## src/rtl/uart_arb_pkg.sv

```systemverilog
// Shared types and limits for the UART transmit arbiter.
package uart_arb_pkg;

    typedef enum logic [1:0] {
        IDLE      = 2'd0,
        ISSUE     = 2'd1,
        WAIT_BUSY = 2'd2,
        WAIT_DONE = 2'd3
    } arb_state_t;

    localparam int NUM_REQ_MIN = 2;
    localparam int NUM_REQ_MAX = 8;

endpackage

```

## src/rtl/uart_rr_pick.sv

```systemverilog
// Rotating-priority picker: first set req bit after 'last', wrapping to 0.
module uart_rr_pick #(
    parameter int NUM_REQ = 4,
    parameter int IDX_W   = $clog2(NUM_REQ)
) (
    input  logic [NUM_REQ-1:0] req,
    input  logic [IDX_W-1:0]   last,
    output logic               valid,
    output logic [IDX_W-1:0]   idx
);

    logic [IDX_W-1:0] cand;

    // Scan from the farthest offset down so the nearest requester after 'last' overwrites.
    always_comb begin
        valid = 1'b0;
        idx   = '0;
        cand  = '0;
        for (int off = NUM_REQ; off >= 1; off--) begin
            cand = IDX_W'((int'(last) + off) % NUM_REQ);
            if (req[cand]) begin
                valid = 1'b1;
                idx   = cand;
            end
        end
    end

endmodule

```

## src/rtl/uart_tx_arbiter.sv

```systemverilog
// Round-robin arbiter sharing one uart_tx between NUM_REQ byte producers.
// Optional UART_ARB_LOCK_EN adds req_lock for back-to-back grants to one owner.
module uart_tx_arbiter
    import uart_arb_pkg::*;
#(
    parameter  int NUM_REQ = 4,
    parameter  int BUSY_TO = 4,
    localparam int IDX_W   = $clog2(NUM_REQ)
) (
    input  logic                 clk,
    input  logic                 rst,
    input  logic [NUM_REQ-1:0]   req,
    input  logic [8*NUM_REQ-1:0] req_data,
`ifdef UART_ARB_LOCK_EN
    input  logic [NUM_REQ-1:0]   req_lock,
`endif
    output logic [NUM_REQ-1:0]   ack,
    output logic                 tx_start,
    output logic [7:0]           tx_data,
    input  logic                 tx_busy,
    output logic                 grant_valid,
    output logic [IDX_W-1:0]     grant_id,
    output logic                 err
);

    localparam int CNT_W = $clog2(BUSY_TO + 1);

    arb_state_t       state;
    logic [IDX_W-1:0] last;
    logic [CNT_W-1:0] cnt;
    logic             pick_valid;
    logic [IDX_W-1:0] pick_idx;
    logic             sel_valid;
    logic [IDX_W-1:0] sel_idx;
    logic [7:0]       req_bytes [NUM_REQ];
`ifdef UART_ARB_LOCK_EN
    logic             lock_active;
`endif

    for (genvar i = 0; i < NUM_REQ; i++) begin : g_bytes
        assign req_bytes[i] = req_data[8*i +: 8];
    end

    uart_rr_pick #(
        .NUM_REQ (NUM_REQ),
        .IDX_W   (IDX_W)
    ) u_pick (
        .req   (req),
        .last  (last),
        .valid (pick_valid),
        .idx   (pick_idx)
    );

    // A held lock overrides rotation only while the owner still has a byte pending.
    always_comb begin
        sel_valid = pick_valid;
        sel_idx   = pick_idx;
`ifdef UART_ARB_LOCK_EN
        if (lock_active && req[grant_id]) begin
            sel_valid = 1'b1;
            sel_idx   = grant_id;
        end
`endif
    end

    always_ff @(posedge clk) begin
        if (rst) begin
            assert (NUM_REQ >= NUM_REQ_MIN && NUM_REQ <= NUM_REQ_MAX);
            state       <= IDLE;
            last        <= IDX_W'(NUM_REQ - 1);
            cnt         <= '0;
            ack         <= '0;
            tx_start    <= 1'b0;
            tx_data     <= 8'h00;
            grant_valid <= 1'b0;
            grant_id    <= '0;
            err         <= 1'b0;
`ifdef UART_ARB_LOCK_EN
            lock_active <= 1'b0;
`endif
        end else begin
            ack      <= '0;
            tx_start <= 1'b0;
            err      <= 1'b0;
            case (state)
                IDLE: begin
`ifdef UART_ARB_LOCK_EN
                    if (lock_active && !req[grant_id]) begin
                        lock_active <= 1'b0;
                    end
`endif
                    if (sel_valid && !tx_busy) begin
                        grant_id    <= sel_idx;
                        tx_data     <= req_bytes[sel_idx];
                        grant_valid <= 1'b1;
                        tx_start    <= 1'b1;
                        ack         <= NUM_REQ'(1) << sel_idx;
                        state       <= ISSUE;
                    end
                end
                ISSUE: begin
                    last  <= grant_id;
                    cnt   <= CNT_W'(BUSY_TO);
                    state <= WAIT_BUSY;
`ifdef UART_ARB_LOCK_EN
                    lock_active <= req_lock[grant_id];
`endif
                end
                // Counter reaching the end drops the frame; ack was already given.
                WAIT_BUSY: begin
                    if (tx_busy) begin
                        state <= WAIT_DONE;
                    end else if (cnt <= CNT_W'(1)) begin
                        err         <= 1'b1;
                        grant_valid <= 1'b0;
                        state       <= IDLE;
                    end else begin
                        cnt <= cnt - 1'b1;
                    end
                end
                WAIT_DONE: begin
                    if (!tx_busy) begin
                        grant_valid <= 1'b0;
                        state       <= IDLE;
                    end
                end
                default: state <= IDLE;
            endcase
        end
    end

endmodule

```

## config.mk

```make
export PLATFORM = sky130hd
export DESIGN_NAME = uart_tx_arbiter
export DESIGN_NICKNAME = d
export VERILOG_FILES = /design/src/rtl/uart_arb_pkg.sv /design/src/rtl/uart_rr_pick.sv /design/src/rtl/uart_tx_arbiter.sv
export SDC_FILE = /design/constraint.sdc
export NUM_CORES = 1
export LEC_CHECK = 0
export ABC_AREA = 1
export CAP_MARGIN = 10
export CORE_UTILIZATION = 41
export DETAILED_ROUTE_END_ITERATION = 12
export GPL_TIMING_DRIVEN = 0
export PLACE_DENSITY = 0.76
export SLEW_MARGIN = 25
export SYNTH_ARGS = -nofsm -noshare
export SYNTH_HDL_FRONTEND = slang
export SYNTH_SLANG_ARGS = --single-unit
```

## constraint.sdc

```tcl
create_clock -name clk -period 1.4 [get_ports clk]
set_input_delay 0.28 -clock clk [delete_from_list [all_inputs] [get_ports clk]]
set_output_delay 0.28 -clock clk [all_outputs]
set_load 0.03 [all_outputs]
```

# Yosys cells after proc, flatten, opt, wreduce, memory -nomap -nowiden

Index checks and enable logic that the tools add are counted.

Bits in registers: 24
Input bits: 39
Output and inout port bits: 17

$add $sub $neg: 5
Order comparisons: 6
Eq/ne operators: 9
Shifts and indexed selects: 1
Mux-type cells: 34
Bitwise gates (word level): 4
Reductions and logical operators: 12

Operators by type and width:

| operator              | count |
|---|---|
| $bmux W8 S2           | 1 |
| $mux W2               | 8 |
| $mux W8               | 2 |
| $mux W1               | 14 |
| $lt A2 B3 Y1 const B  | 4 |
| $ne A2 B2 Y1 const B  | 5 |
| $bmux W1 S2           | 4 |
| $pmux W2 S4           | 1 |
| $mux W3               | 2 |
| $pmux W3 S2           | 1 |
| $reduce_and A3 Y1     | 2 |
| $reduce_or A3 Y1      | 2 |
| $reduce_and A5 Y1     | 1 |
| $add A2 B1 Y2 const B | 2 |
| $add A2 B2 Y2 const B | 2 |
| $eq A2 B2 Y1 const B  | 2 |
| $shl A1 B2 Y4 const A | 1 |
| $ge A3 B3 Y1 const B  | 1 |
| $le A3 B1 Y1 const B  | 1 |
| $ne A3 B3 Y1 const B  | 1 |
| $not A1 Y1            | 3 |
| $not A2 Y3            | 1 |
| $pmux W1 S3           | 1 |
| $reduce_bool A3 Y1    | 1 |
| other kinds (8)       | 8 |

# Depth between registers and ports, before layout

Gate-level depths: netlist of the first run.

Depth in word-level cells: 11
Depth in mapped cells: 16
Depth with buffers taken out: 14

# By module

Synthesis of the first run repeated with hierarchy kept, for this count alone.

Cells, all modules: 233
Area total of the unflattened synthesis: 1453.9 um^2

Modules (own cells, without submodules):

| module          | instances | cells each | area each (um^2) |
|---|---|---|---|
| uart_tx_arbiter | 1         | 182        | 1207.4 |
| uart_rr_pick    | 1         | 51         | 246.5 |

# Least setup slack after synthesis of the first run

OpenSTA, ideal clock, no wires.

Path type: reg2reg
From: reg last[0]
To: reg tx_data[5]
Arrival: 1.418 ns
Setup slack: -0.126 ns
Stages on the path, launching flop included: 15
Buffers on the path: 2
Clock period less this slack: 1.526 ns
Cells stage by stage: dfxtp_1 buf_6 o21ai_1 nand2_1 nand2_2 nand2_4 nand2_4 nand2_4 nand2_4 buf_8 nand2_1 nand3_1 nand3_1 nand2_1 inv_1

Longest elaborated chain between the ends: 11
Elaborated cells between the ends (all ways): 26

Ends and longest elaborated chain:

| what                                        | RTL line               | RTL |
|---|---|---|
| start, declared                             | uart_tx_arbiter.sv:29  | `logic [IDX_W-1:0] last;` |
| start signal, assigned                      | uart_tx_arbiter.sv:70  | `last <= IDX_W'(NUM_REQ - 1);` |
| start signal, assigned                      | uart_tx_arbiter.sv:102 | `last <= grant_id;` |
| $add A2 B1 Y2                               | uart_rr_pick.sv:20     | `cand = IDX_W'((int'(last) + off) % NUM_REQ);` |
| $bmux W1 S2                                 | uart_rr_pick.sv:21     | `if (req[cand]) begin` |
| $mux W1 (not written as such)               | uart_rr_pick.sv:21     |  |
| $mux W2 (4 in series)                       | uart_rr_pick.sv:21     |  |
| $not A2 Y3 (not written as such)            | uart_tx_arbiter.sv:94  | `tx_data <= req_bytes[sel_idx];` |
| $bmux W8 S2                                 | uart_tx_arbiter.sv:94  |  |
| $mux W8 (not written as such) (2 in series) | uart_tx_arbiter.sv:94  |  |
| end signal, assigned                        | uart_tx_arbiter.sv:94  |  |
| end, declared                               | uart_tx_arbiter.sv:19  | `output logic [7:0] tx_data,` |

Several ways; a longest one is shown, not always the timed one. The select of a mux whose other input is x is not followed.
A chain may end at the register's enable or synchronous reset.

# Worst setup path after layout of the first run

From: reg last[0]
To: reg tx_data[7]

Same word-level chain as after synthesis.

==> results by group, run 1 <==
Yosys
  • Syn_area_per_cell: 6.37 sq um
  • Cell variety after synth: 27
  • Synth area leader: dfxtp_1
  • Synth Warn #: 0
  • Yosys reg bits: 24
  • Sequential fraction of the synthesis area: slightly below 30%
  • Cells after Synth: roughly 260
  • Syn_nets: between 200 and 300
  • Top-area cell type share of the netlist area: roughly 29%
  • Post-Synthesis Cell Area: ~0.0016 sq mm
  • Largest cells by area after synthesis: dfxtp_1, nand3_1, inv_1

Global routing
  • Tot GR Track Use: 20.5%
  • Largest net degree at the start of global routing: 15
  • First-pass GRT wire length: around 6800 um
  • Initial antenna violation count: 0
  • Vias in the first global route: 1,696
  • Overflow after GRT: 0

Run status
  • Failing checks: negative setup slack
  • Status: finished, violations left

Timing
  • Post-route setup slack: -296 ps
  • Post-Route Setup TNS: -3270 ps
  • Fmax: 0.590 GHz
  • Worst-margin pin slew: between 400 and 500 ps
  • Final setup fails: 14
  • Pins Over Slew Limit: 0
  • Post-Route Skew: 3.73 ps
  • RSZ-0062 raised after global routing: yes
  • Fin crit period: between 1500 and 2000 ps
  • Hold WS: 398 ps
  • Max transition margin: about two thirds
  • Fin crit share: 121%
  • Final hold vios: 0

Clocking
  • CTS Buffer Depth: 2
  • TritonCTS clock tree: done
  • Clock Sink Count: 24
  • H-Tree Depth: 1
  • Clock transition at the registers of the reported paths: approximately 90 ps
  • Clock root buffer: clkbuf_8
  • CTS Buf Count: 3
  • Latest clock arrival within the worst-skew pair: approximately 270 ps
  • Hold_buf cts: 0

Floorplan
  • Rows: 22
  • Initial Utilization: between 40% and 50%
  • Core ar.: 0.00374 sq mm
  • Total die area: 0.00423 sq mm
  • Die Wd: around 65 um
  • Io pins: 56
  • Die height: around 65 um

Route
  • Via count: about 1,800
  • Detailed-router iteration count before antenna repair: 6
  • Vias/cell: 4.73
  • WL met2: between 2000 and 2500 um
  • DRT met1 WL: between 1500 and 2000 um
  • Residual DRC: 0
  • Met3 Wirelength: ~200 um
  • Detailed-route wire length: approximately 4100 um
  • Wire per inst: roughly 11 um
  • ANT nets after route: 0
  • Top layer used by detailed routing: met4
  • DRT iter0 DRCs: 94

Setup path
  • Worst setup path startpoint: last[0]$_SDFFE_PP1N_
  • Crit-path cells: buf_6 -> inv_8 -> nand2_2 -> nand2_4 -> nand2_2 -> nand2_2 -> nand2_4 -> nand3_4 -> buf_6 -> nand3_1 -> nand3_2 -> nand3_2 -> nand2_1 -> inv_1
  • Critical path class: register to register
  • Critical Path RT: roughly 1600 ps
  • Crit path largest cell delay: roughly 330 ps
  • CP max stage cell: dfxtp_2
  • CP endpoint kind: register
  • Setup crit start kind: register
  • Worst-path maximum fanout: 10
  • RR Startpoint: last[0]$_SDFFE_PP1N_
  • Crit path DAT: about 1900 ps
  • Most frequent CP cell: nand2_2

Place
  • Detail Placement HPWL: between 2000 and 3000 um
  • PortBufs: 54
  • Post-Place Cells: approximately 360
  • GPL Wtd Cong: ~0.88
  • Placement Cell Area: around 0.0022 sq mm

Power
  • Pwr per Cell Area: ~1400 mW/mm^2
  • Leak: 0.00140 uW
  • Peak VDD IR: roughly 610 uV

Cells and area
  • Layout cells sized above 1: between 30% and 40%
  • Fillers: roughly 340
  • Number of diodes: 0
  • Nets: 365
  • Fin cells: approximately 370
  • Multi-input logic area: between 0.001 and 0.0015 sq mm
  • P&R area growth vs syn: 60.1%
  • Reg area: 485 sq um
  • Finished layout cell area: 0.00261 sq mm

Flow run
  • Max cap viols: 0

Worst hold path
  • Worst Hold Class: input port to register
  • Hold path start: rst
==> power breakdown <==
group	switching (uW)	total, uW	leakage [uW]	internal (uW)
combinational	1240	2160	0.00116	923
sequential	70.9	865	0.000198	794
clock	224	606	0.0000357	382
total	1530	3630	0.00140	2100
==> cell usage after synthesis <==
cell type,instances
o21a_1,8
nand3_1,49
nor3_1,1
and2_4,1
nor4_1,1
o21ai_1,1
buf_6,2
nand3_4,1
nor2_4,1
inv_6,1
o22ai_1,1
nand2_1,49
inv_2,4
a21oi_1,5
o21ai_0,5
o2111ai_1,1
a31oi_1,1
buf_8,1
ha_1,2
clkbuf_1,2
nand2_4,4
nor2_1,12
dfxtp_1,24
inv_1,60
nand3_2,1
buf_4,3
nand2_2,15
==> final timing paths <==
check             slack [ps]  depth (start not counted)                  endpoint
setup / recovery        -300                         14   tx_data[7]$_SDFFE_PP0P_
hold / removal           400                          2  grant_valid$_SDFFE_PP0P_
setup reg to reg        -300                         14   tx_data[7]$_SDFFE_PP0P_
hold reg to reg          460                          1       cnt[0]$_SDFFE_PP0P_
==> cells in the final DEF, fill, tap and decap left out, types with 6 or more instances in the layout <==
cell	instances
nand3_1	36
dfxtp_1	20
inv_1	56
nand3_2	13
inv_2	6
buf_4	8
nand2_4	9
o21a_1	8
dlygate4sd2_1	21
nand2_1	30
nand2_2	27
nor2_1	9
clkdlybuf4s50_1	33
==> registers in the layout, summed over array words and instances (netlist names) <==
name / cells
tx_data: 8
tx_start: 1
state: 2
ack: 4
grant_valid: 1
err: 1
cnt: 3
last: 2
grant_id: 2
==> per-layer routing <==
layer | track usage (%) | up-vias
met5 | 0 | -
met4 | 6.25 | 0
met3 | 3.70 | 7
met2 | 40.1 | 57
met1 | 21.9 | 777
li1 | - | 915
==> worst max-delay path, delay by kind of cell (launching register included) <==
kind                   cells  cell delay, ps
AND/OR/NAND/NOR           10             870
flip-flops                 1             330
buffers and inverters      4             410
==> cells by family (layout without fill, tap and decap cells) <==
| logic type | after synthesis | after routing | share of synthesized area (%) |
|---|---|---|---|
| flip-flops | 24 | 24 | 29.5 |
| adder cells (fa/ha/maj) | 2 | 2 | 1.53 |
| AND/OR/NAND/NOR | 135 | 135 | 41.2 |
| AO/OA/AOI/OAI | 22 | 22 | 8.37 |
| buffers and inverters | 73 | 140 | 19.4 |
==> area by class of cell <==
class                      instances  share of cell area (%)
timing repair buffer              63                    23.1
sequential                        24                    18.6
clock inverter                     1                    1.15
multi-input combinational        159                    40.2
buffer                             8                    3.16
inverter                          65                    9.92
clock buffer                       3                    1.58
tap                               48                    2.30
==> stage by stage <==
stage | setup WS, ps | util [%] | total power (uW)
after floorplan | -119 | - | 2090
after global placement | -587 | 60.0 | 2550
after detailed placement | -618 | 60.0 | 2570
after CTS | -271 | 66.5 | 3490
after global routing | -398 | 69.7 | 3880
final | -296 | 69.7 | 3630
==> what timing repair did <==
item                                    4_1_cts  5_1_grt
buffers inserted                              7        0
gates cloned                                  2        0
pin swaps                                    22       16
endpoints found under the setup margin       34       18
resized for setup                            51       37
(Power assumes the default switching activity.)
==> run 2: changes to the inputs <==
Settings changed: TNS_END_PERCENT set to 1.
==> run 2 against run 1 <==
Effect of this change: the flow still finishes with violations (negative setup slack); flip-flop and latch count did not move; worst hold slack worse by 2.0 ps; sequential share of layout area hardly changed; global-route usage is 1.1 points higher; critical path type unchanged.
==> results by group, run 2 (synthesized netlist as in run 1, its figures left out) <==
Run status
  • Status: finished, violations left (unchanged)
  • Failing checks: negative setup slack (unchanged)

Floorplan
  • Die height: 65.1 um (unchanged)
  • Rows: 22 (unchanged)
  • Initial Utilization: 43.5% (unchanged)
  • Io pins: 56 (unchanged)
  • Total die area: 0.00423 sq mm (unchanged)
  • Die Wd: 65.1 um (unchanged)
  • Core ar.: 0.00374 sq mm (unchanged)

Setup path
  • Worst setup path startpoint: last[0]$_SDFFE_PP1N_ (unchanged)
  • Setup crit start kind: register (unchanged)
  • Setup crit end: tx_data[0]$_SDFFE_PP0P_ (was tx_data[7]$_SDFFE_PP0P_)
  • CP max stage cell: dfxtp_2 (unchanged)
  • R2R Path End: tx_data[0]$_SDFFE_PP0P_ (was tx_data[7]$_SDFFE_PP0P_)
  • Crit path depth: 17 (was 14)
  • CP endpoint kind: register (unchanged)
  • RR Startpoint: last[0]$_SDFFE_PP1N_ (unchanged)
  • FF-to-FF path depth: 17 (was 14)
  • Crit path buf inv count: 5 (was 4)
  • Most frequent CP cell: nand2_2 (unchanged)
  • Critical path class: register to register (unchanged)
  • Critical Path RT: 1580 ps (about the same)
  • Crit path largest cell delay: 330 ps (about the same)
  • Reg-to-reg slack, setup: -370 ps (was -300 ps)
  • Crit path DAT: 1950 ps (was 1870 ps)
  • Largest delay contributor family on the critical path: simple AND/OR/NAND/NOR gates (unchanged)
  • Worst-path maximum fanout: 7 (was 10)
  • Crit-path cells: buf_6 -> inv_8 -> nand2_2 -> nand2_2 -> nand2_2 -> nand2_2 -> nand2_4 -> nand2_4 -> nand2_4 -> nand2_4 -> buf_12 -> buf_8 -> nand2_2 -> nand3_2 -> nand3_1 -> nand2_1 -> inv_1 (was buf_6 -> inv_8 -> nand2_2 -> nand2_4 -> nand2_2 -> nand2_2 -> nand2_4 -> nand3_4 -> buf_6 -> nand3_1 -> nand3_2 -> nand3_2 -> nand2_1 -> inv_1)

Route
  • ANT nets after route: 0 (unchanged)
  • Via count: 1,847 (was 1,756)
  • Vias/cell: 4.87 (was 4.73)
  • Detailed-router iteration count before antenna repair: 4 (was 6)
  • DRT iter0 DRCs: 108 (was 94)
  • Detailed-route wire length: 4600 um (was 4140 um)
  • Wire per inst: 12.1 um (was 11.2 um)
  • Residual DRC: 0 (unchanged)

Clocking
  • H-Tree Depth: 1 (unchanged)
  • Clock root buffer: clkbuf_8 (unchanged)
  • TritonCTS clock tree: done (unchanged)
  • Clock transition at the registers of the reported paths: 90 ps (about the same)
  • Clock Sink Count: 24 (unchanged)
  • CTS Buffer Depth: 2 (unchanged)
  • CTS Buf Count: 3 (unchanged)
  • Latest clock arrival within the worst-skew pair: 270 ps (about the same)

Power
  • NetSw: 1550 uW (was 1530 uW)
  • Overall power: 3730 uW (was 3630 uW)
  • Leak: 0.00142 uW (was 0.00140 uW)
  • Pwr per Cell Area: 1440 mW/mm^2 (was 1390 mW/mm^2)
  • Sequential share of power: 23.3% (was 23.8%)
  • Peak VDD IR: 593 uV (was 613 uV)
  • Net Sw Frac: 41.7% (was 42.2%)
  • Combinational share of power: 60.3% (was 59.5%)
  • Internal power: 2170 uW (was 2100 uW)
  • Power share of the clock group: 16.4% (was 16.7%)

Timing
  • Final hold vios: 0 (unchanged)
  • Post-route setup slack: -371 ps (was -296 ps)
  • Pins Over Slew Limit: 0 (unchanged)
  • Post-Route Setup TNS: -4500 ps (was -3270 ps)
  • Fin crit share: 126% (was 121%)
  • Fmax: 0.565 GHz (was 0.590 GHz)
  • Post-Route Skew: 6.35 ps (was 3.73 ps)
  • Fin crit period: 1770 ps (was 1700 ps)
  • Max transition margin: 68.9% (was 68.0%)
  • Worst-margin pin slew: 466 ps (was 480 ps)
  • Final setup fails: 14 (unchanged)
  • RSZ-0062 raised after global routing: yes (unchanged)

Cells and area
  • Most common cell after layout, fill and taps aside: inv_1 (unchanged)
  • Layout cells sized above 1: 26.3% (was 30.0%)
  • Most frequent cells in the layout: inv_1, nand3_1, nand2_1, clkdlybuf4s50_1, nand2_2 (was inv_1, nand3_1, clkdlybuf4s50_1, nand2_1, nand2_2)
  • Nets: 373 (was 365)
  • Largest regs: tx_data: 8 flops, ack: 4 flops, cnt: 3 flops (unchanged)
  • P&R area growth vs syn: 59.2% (was 60.1%)
  • Max reg flops: 8 (unchanged)
  • Finished layout cell area: 0.00260 sq mm (was 0.00261 sq mm)
  • Fin cells: 379 (was 371)
  • Number of diodes: 0 (unchanged)
  • Top reg by flops: tx_data (unchanged)

Worst hold path
  • Worst Hold Class: input port to register (unchanged)

Global routing
  • Vias in the first global route: 1,742 (was 1,696)
  • Initial antenna violation count: 0 (unchanged)
  • Largest net degree at the start of global routing: 15 (unchanged)
  • Overflow after GRT: 0 (unchanged)
  • Tot GR Track Use: 21.7% (was 20.5%)
  • First-pass GRT wire length: 7250 um (was 6820 um)

Place
  • Placement Cell Area: 0.00224 sq mm (was 0.00225 sq mm)
  • Worst slack, placed: -600 ps (was -618 ps)
  • Post-Place Cells: 358 (unchanged)
  • GPL Wtd Cong: 0.856 (was 0.880)
  • Detail Placement HPWL: 2890 um (was 2820 um)
  • PortBufs: 54 (unchanged)

Flow run
  • Max cap viols: 0 (unchanged)
## run 2: cell count changes in the layout (fill, tap and decap cells not counted), sizes merged
| cell | delta |
|---|---|
| buf | +7 |
| nand2 | +1 |
## run 2: through the flow
| stage | util, % | hold slack (ps) |
|---|---|---|
| floorplan | - | 356 |
| global placement | 59.8 | 449 |
| detailed placement | 59.8 | 473 |
| CTS | 66.2 | 402 |
| global route | 69.4 | 432 |
| finish | 69.4 | 396 |
## run 2: power by group through the flow
stage | Combinational [uW] | Sequential, uW | Clock (uW)
6_report | 2250 | 868 | 612
5_1_grt | 2430 | 880 | 636
4_1_cts | 2030 | 863 | 610
3_5_place_dp | 1680 | 879 | 0
3_3_place_gp | 1670 | 876 | 0
2_1_floorplan | 1060 | 1020 | 0
## run 2: worst min-delay path by stage
stage                              from                  endpoint  cells past startpoint
2_1_floorplan                   tx_busy            err$_SDFF_PP0_                      1
5_1_grt                             rst       cnt[1]$_SDFFE_PP0P_                      2
3_3_place_gp   grant_valid$_SDFFE_PP0P_  grant_valid$_SDFFE_PP0P_                      2
6_report                            rst       cnt[1]$_SDFFE_PP0P_                      2
4_1_cts                             rst       cnt[1]$_SDFFE_PP0P_                      2
3_5_place_dp   grant_valid$_SDFFE_PP0P_  grant_valid$_SDFFE_PP0P_                      2
## run 2: timing repair
| item | 4_1_cts | 5_1_grt |
|---|---|---|
| endpoints found under the setup margin | 32 | 20 |
| pin swaps | 17 | 9 |
| buffers inserted | 12 | 1 |
| hold buffers | 0 | 0 |
| gates resized for setup | 36 | 31 |
| gates cloned | 2 | 2 |
## run 2: final cells by class
type                    count  area [sq um]
fillers                   335          1150
plain buffers               8          75.1
repair buffers             70           683
well taps                  48          60.1
clock buffers               3          41.3
multi-input cells         160           962
inverters                  65           262
clock inverters             1          30.0
flip-flops and latches     24           483
## run 2: per-layer routing
| layer | global-route usage [%] | share of wire, % |
|---|---|---|
| met2 | 42.2 | 52 |
| met1 | 23.7 | 40 |
| met5 | 0 | 0 |
| met3 | 4.40 | 6.1 |
| met4 | 4.35 | 1.2 |
